### config.mk
export PLATFORM = sky130hd
export DESIGN_NAME = spi_frame_parser
export DESIGN_NICKNAME = d
export VERILOG_FILES = /design/src/rtl/spi_frame_parser.sv
export SDC_FILE = /design/constraint.sdc
export NUM_CORES = 1
export LEC_CHECK = 0
export BUFFER_PORTS_ARGS = -buffer_cell sky130_fd_sc_hd__clkbuf_2
export CAP_MARGIN = 25
export CORE_ASPECT_RATIO = 1.1
export CORE_MARGIN = 5
export CORE_UTILIZATION = 50
export DETAILED_ROUTE_END_ITERATION = 12
export PLACE_DENSITY = 0.74
export SYNTH_ARGS = -nofsm -noshare
export SYNTH_HDL_FRONTEND = slang
export SYNTH_SLANG_ARGS = --single-unit
### constraint.sdc
create_clock -name clk -period 2.2 [get_ports clk]
set_clock_uncertainty 0.05 [all_clocks]
set_input_delay 0.11 -clock clk [delete_from_list [all_inputs] [get_ports clk]]
set_output_delay 0.11 -clock clk [all_outputs]
set_load 0.02 [all_outputs]
### src/rtl/spi_frame_parser.sv
// ============================================================================
// Module      : spi_frame_parser
// Description : Parses SPI grid/move frames into grid writes and move words,
//               with XOR checksum and inter-byte timeout checks.
// Revision    : 1.0
// ============================================================================
`default_nettype none

module spi_frame_parser #(
    parameter int unsigned GRID_BYTES  = 16,
    parameter int unsigned MAX_MOVES   = 220,
    parameter logic [7:0]  GRID_HEADER = 8'hD5,
    parameter logic [7:0]  MOVE_HEADER = 8'hEA,
    parameter int unsigned TIMEOUT     = 1024
) (
    input  logic                          clk,
    input  logic                          nrst,
    input  logic                          in_valid,
    input  logic [7:0]                    in_data,
    output logic                          grid_we,
    output logic [$clog2(GRID_BYTES)-1:0] grid_addr,
    output logic [7:0]                    grid_data,
    output logic                          move_valid,
    output logic [7:0]                    move_idx,
    output logic [15:0]                   move_data,
    output logic                          frame_done,
    output logic                          frame_type,
    output logic                          frame_err,
    output logic [1:0]                    err_code,
    output logic                          busy
);

    localparam int unsigned AW = $clog2(GRID_BYTES);
    localparam int unsigned TW = $clog2(TIMEOUT);
    localparam logic [AW-1:0] c_GRID_LAST = AW'(GRID_BYTES - 1);
    localparam logic [7:0]    c_MAX_MOVES = 8'(MAX_MOVES);
    localparam logic [TW-1:0] c_TO_LAST   = TW'(TIMEOUT - 1);

    typedef enum logic [2:0] {
        S_IDLE     = 3'd0,
        S_GRID_PAY = 3'd1,
        S_MOVE_CNT = 3'd2,
        S_MOVE_HI  = 3'd3,
        S_MOVE_LO  = 3'd4,
        S_CHECK    = 3'd5
    } state_t;

    state_t          r_state, w_state;
    logic [AW-1:0]   r_cnt, w_cnt;
    logic [7:0]      r_n, w_n;
    logic [7:0]      r_idx, w_idx;
    logic [7:0]      r_hi, w_hi;
    logic [7:0]      r_csum, w_csum;
    logic [TW-1:0]   r_idle, w_idle;
    logic            w_grid_we, w_move_valid, w_frame_done, w_frame_err, w_frame_type;
    logic [AW-1:0]   w_grid_addr;
    logic [7:0]      w_grid_data, w_move_idx;
    logic [15:0]     w_move_data;
    logic [1:0]      w_err_code;

    always_ff @(posedge clk or negedge nrst) begin
        if (!nrst) begin
            r_state <= S_IDLE;
        end else begin
            r_state <= w_state;
        end
    end

    always_comb begin
        w_state      = r_state;
        w_cnt        = r_cnt;
        w_n          = r_n;
        w_idx        = r_idx;
        w_hi         = r_hi;
        w_csum       = r_csum ^ in_data;
        w_idle       = '0;
        w_grid_we    = 1'b0;
        w_grid_addr  = grid_addr;
        w_grid_data  = grid_data;
        w_move_valid = 1'b0;
        w_move_idx   = move_idx;
        w_move_data  = move_data;
        w_frame_done = 1'b0;
        w_frame_err  = 1'b0;
        w_frame_type = frame_type;
        w_err_code   = err_code;

        if (in_valid) begin
            unique case (r_state)
                S_IDLE: begin
                    w_csum = in_data;
                    if (in_data == GRID_HEADER) begin
                        w_state      = S_GRID_PAY;
                        w_cnt        = '0;
                        w_frame_type = 1'b0;
                    end else if (in_data == MOVE_HEADER) begin
                        w_state      = S_MOVE_CNT;
                        w_frame_type = 1'b1;
                    end else begin
                        w_frame_err = 1'b1;
                        w_err_code  = 2'd0;
                    end
                end
                S_GRID_PAY: begin
                    w_grid_we   = 1'b1;
                    w_grid_addr = r_cnt;
                    w_grid_data = in_data;
                    w_cnt       = r_cnt + 1'b1;
                    if (r_cnt == c_GRID_LAST) begin
                        w_state = S_CHECK;
                    end
                end
                S_MOVE_CNT: begin
                    if (in_data == 8'd0 || in_data > c_MAX_MOVES) begin
                        w_frame_err = 1'b1;
                        w_err_code  = 2'd1;
                        w_state     = S_IDLE;
                    end else begin
                        w_n     = in_data;
                        w_idx   = 8'd0;
                        w_state = S_MOVE_HI;
                    end
                end
                S_MOVE_HI: begin
                    w_hi    = in_data;
                    w_state = S_MOVE_LO;
                end
                S_MOVE_LO: begin
                    w_move_valid = 1'b1;
                    w_move_idx   = r_idx;
                    w_move_data  = {r_hi, in_data};
                    w_idx        = r_idx + 8'd1;
                    w_state      = (r_idx == r_n - 8'd1) ? S_CHECK : S_MOVE_HI;
                end
                S_CHECK: begin
                    if (in_data == r_csum) begin
                        w_frame_done = 1'b1;
                    end else begin
                        w_frame_err = 1'b1;
                        w_err_code  = 2'd2;
                    end
                    w_state = S_IDLE;
                end
                default: w_state = S_IDLE;
            endcase
        end else begin
            w_csum = r_csum;
            if (r_state != S_IDLE) begin
                // A byte in the terminal-count cycle takes the branch above, so it always wins.
                if (r_idle == c_TO_LAST) begin
                    w_frame_err = 1'b1;
                    w_err_code  = 2'd3;
                    w_state     = S_IDLE;
                end else begin
                    w_idle = r_idle + 1'b1;
                end
            end
        end
    end

    always_ff @(posedge clk or negedge nrst) begin
        if (!nrst) begin
            r_cnt      <= '0;
            r_n        <= '0;
            r_idx      <= '0;
            r_hi       <= '0;
            r_csum     <= '0;
            r_idle     <= '0;
            grid_we    <= 1'b0;
            grid_addr  <= '0;
            grid_data  <= '0;
            move_valid <= 1'b0;
            move_idx   <= '0;
            move_data  <= '0;
            frame_done <= 1'b0;
            frame_type <= 1'b0;
            frame_err  <= 1'b0;
            err_code   <= '0;
        end else begin
            r_cnt      <= w_cnt;
            r_n        <= w_n;
            r_idx      <= w_idx;
            r_hi       <= w_hi;
            r_csum     <= w_csum;
            r_idle     <= w_idle;
            grid_we    <= w_grid_we;
            grid_addr  <= w_grid_addr;
            grid_data  <= w_grid_data;
            move_valid <= w_move_valid;
            move_idx   <= w_move_idx;
            move_data  <= w_move_data;
            frame_done <= w_frame_done;
            frame_type <= w_frame_type;
            frame_err  <= w_frame_err;
            err_code   <= w_err_code;
        end
    end

    assign busy = (r_state != S_IDLE);

endmodule

`default_nettype wire

==> results.sh <==
export IMPL_design_final_nets=477
export IMPL_root_buffer="sky130_fd_sc_hd__clkbuf_8"
export IMPL_number_of_global_route_vias_before_repair=3426
export IMPL_critical_path_peak_fanout=2
export IMPL_io_pins=55
export IMPL_hold_violations=0
export IMPL_post_synth_inst_count=390
export IMPL_gpl_final_weighted_congestion=0.882
export IMPL_tritoncts_num_sinks=92
export IMPL_max_clock_path_buffers=2
export IMPL_synthArstFlopShare_pct=100
export IMPL_critical_path_startpoint_type="flip-flop"
export IMPL_synthDominantAreaCellType="sky130_fd_sc_hd__dfrtp_1"
export IMPL_area_growth_pct=16.0
export IMPL_worstSetupPathType="flip-flop to flip-flop"
export IMPL_initial_core_utilization_pct=50.8
export IMPL_post_synth_top_count_cell="sky130_fd_sc_hd__dfrtp_1"
export IMPL_syn_num_nets=405
export IMPL_clock_tree_htree_level_count=3
export IMPL_max_freq_mhz=478
export IMPL_via_per_inst=5.67
export IMPL_timing_max_slew_rel_slack_pct=59.5
export IMPL_placed_area_sq_um=5000
export IMPL_finalCriticalPeriod_ns=2.09
export IMPL_grt_setup_unrepaired="no"
export IMPL_synth_top_cells_by_area="sky130_fd_sc_hd__dfrtp_1, sky130_fd_sc_hd__mux2_2, sky130_fd_sc_hd__a21oi_1, sky130_fd_sc_hd__nand2_1, sky130_fd_sc_hd__xor2_1"
export IMPL_die_ht_um=109
export IMPL_worst_r2r_startpoint="r_n[0]"
export IMPL_synth_top_cells_by_count="sky130_fd_sc_hd__dfrtp_1, sky130_fd_sc_hd__mux2_2, sky130_fd_sc_hd__nand2_1"
export IMPL_post_synth_edffs=0
export IMPL_detail_route_iter0_violations=219
export IMPL_die_area_sq_um=11000
export IMPL_hp_start="in_data[6]"
export IMPL_yosys_cell_types_count=60
export IMPL_holdCritPathClass="input pin to flip-flop"
export IMPL_postSynthRegisterBits=92
export IMPL_synth_yosys_seq_area_share_pct=51.3
export IMPL_core_area_sq_um=8830
export IMPL_post_route_cells_drive_above_1_share_pct=36.6
export IMPL_leakagePower_nw=2.41
export IMPL_combined_global_route_utilization_of_all_metal_layers_pct=19.5
export IMPL_drt_pre_antenna_iters=4
export IMPL_setup_total_negative_slack_ns=0
export IMPL_tritoncts="done"
export IMPL_final_setup_viol_count=0
export IMPL_synth_largest_type_area_fraction_pct=51.3
export IMPL_cts_made_buffers=9
export IMPL_power_total_w=0.00626
export IMPL_fp_row_count=36
export IMPL_worst_slew_pin_tran_ns=0.608
export IMPL_routed_wire_length_per_instance_um=16.6
export IMPL_timing_critical_path_to_type="flip-flop"
export IMPL_antenna_left=0
export IMPL_period_utilization_pct=95.0
export IMPL_arrival_time_of_the_worst_setup_path_ns=2.30
export IMPL_grt_overflow=0
export IMPL_detail_route_drc_violations=0
export IMPL_vias=3294
export IMPL_maxCapViolations=0
export IMPL_top_ff_cell_synth="sky130_fd_sc_hd__dfrtp_1"
export IMPL_grt_first_pass_wirelength_um=16900
export IMPL_cts_setup_buffers=0
export IMPL_initial_antenna_violation_count=0
export IMPL_die_w_um=100
export IMPL_worst_setup_hold_path_clk_slew_ns=0.09
export IMPL_drt_wl_total_um=9630
export IMPL_diodes=0
export IMPL_post_synth_cell_area_avg_sq_um=11.5
export IMPL_cp_required_ns=2.41
export IMPL_maxSlewViolCount=0
export IMPL_irDropWorstVdd_v=0.000730
export IMPL_final_design_area_no_fill_sq_um=5200
export IMPL_dp_hpwl_um=6930
export IMPL_grt_start_max_net_pins=49
export IMPL_number_of_buffer_cells_added_on_primary_ports=54
export IMPL_area_of_the_mapped_netlist_sq_um=4480
export IMPL_run_status="complete, no violations"
export IMPL_power_density_cell_area_nw_per_um2=1200
export IMPL_synth_warning_count=0
export IMPL_worstSkewPairLatency_ns=0.37
export IMPL_timing_critical_path_from="r_n[0]"
sequential cells by signal, summed over array words and instances, names as in the netlist, 8 cells and up:
signal,flops
move_data,16
r_idle,10
grid_data,8
move_idx,8
r_csum,8
r_hi,8
r_idx,8
r_n,8
kinds of logic (layout without fill, tap and decap cells):
logic type	after synthesis	in the layout	share of synthesized area, %
and+or+nand+nor	108	108	13.5
DFF	92	92	51.3
AOI/OAI and AO/OA	71	71	10.5
muxes	58	58	14.4
buffers and inverters	35	112	4.49
xor gates and xnor gates	22	22	4.60
adders and majority gates	4	4	1.12
layout make-up:
| type | count | area [sq um] |
|---|---|---|
| Sequential cell | 92 | 2300 |
| Fill cell | 750 | 3630 |
| Tap cell | 114 | 143 |
| Clock buffer | 10 | 128 |
| Clock inverter | 6 | 48.8 |
| Multi-Input combinational cell | 263 | 2010 |
| Inverter | 10 | 37.5 |
| Timing Repair Buffer | 86 | 528 |
worst paths after layout:
path                       slack, ns  cells past startpoint            to
hold reg to reg                 0.45                      1     r_idle[0]
min in group asynchronous       0.23                      2  move_data[0]
setup reg to reg                0.11                      8    r_state[1]
setup / recovery                0.11                      8    r_state[1]
hold / removal                  0.07                      2       r_hi[6]
max in group asynchronous       1.22                      3    frame_done
layout by cell type, fill, tap and decap left out, types with 10 or more instances in the layout:
master                      n
sky130_fd_sc_hd__nor2_1    19
sky130_fd_sc_hd__nand4_1   11
sky130_fd_sc_hd__buf_4     31
sky130_fd_sc_hd__o21ai_0   12
sky130_fd_sc_hd__mux2_2    51
sky130_fd_sc_hd__dfrtp_1   92
sky130_fd_sc_hd__a21oi_1   26
sky130_fd_sc_hd__nand2_1   28
sky130_fd_sc_hd__clkbuf_2  53
sky130_fd_sc_hd__inv_1     10
sky130_fd_sc_hd__xor2_1    12
critical path: stages (launching register included):
cell	delay, ns
sky130_fd_sc_hd__dfrtp_1	0.37
sky130_fd_sc_hd__inv_1	0.05
sky130_fd_sc_hd__ha_1	0.31
sky130_fd_sc_hd__xnor2_1	0.13
sky130_fd_sc_hd__a311o_1	0.29
sky130_fd_sc_hd__a2111oi_2	0.20
sky130_fd_sc_hd__buf_4	0.16
sky130_fd_sc_hd__o21ai_0	0.07
sky130_fd_sc_hd__a221o_1	0.35
per-layer routing:
metal  part of all wire [%]  GRT usage, %
met3                    4.3          3.24
met1                     44          25.6
met4                    1.7          8.57
met2                     50          32.0
met5                      0             0
report_power, final:
part / switching, W / internal, W
clock: 0.000618 / 0.000418
sequential: 0.000396 / 0.00220
combinational: 0.00143 / 0.00120
per-stage QoR:
step,hold slack [ns],std cells,util (%),setup WS (ns)
2_1_floorplan,-0.236,390,-,0.00488
3_3_place_gp,0.109,564,56.7,-0.0260
3_5_place_dp,0.117,564,56.7,-0.120
4_1_cts,0.0457,581,58.8,0.0773
5_1_grt,0.0558,581,58.9,0.00289
6_report,0.0733,581,58.9,0.109
timing repair:
item,in CTS,in global routing
pin swaps,1,0
hold endpoints to repair,47,0
resized for setup,2,3
setup endpoints to repair,1,3
cloned,0,0
hold buffers,1,0
Note: power is estimated with default switching activity, not from simulation.
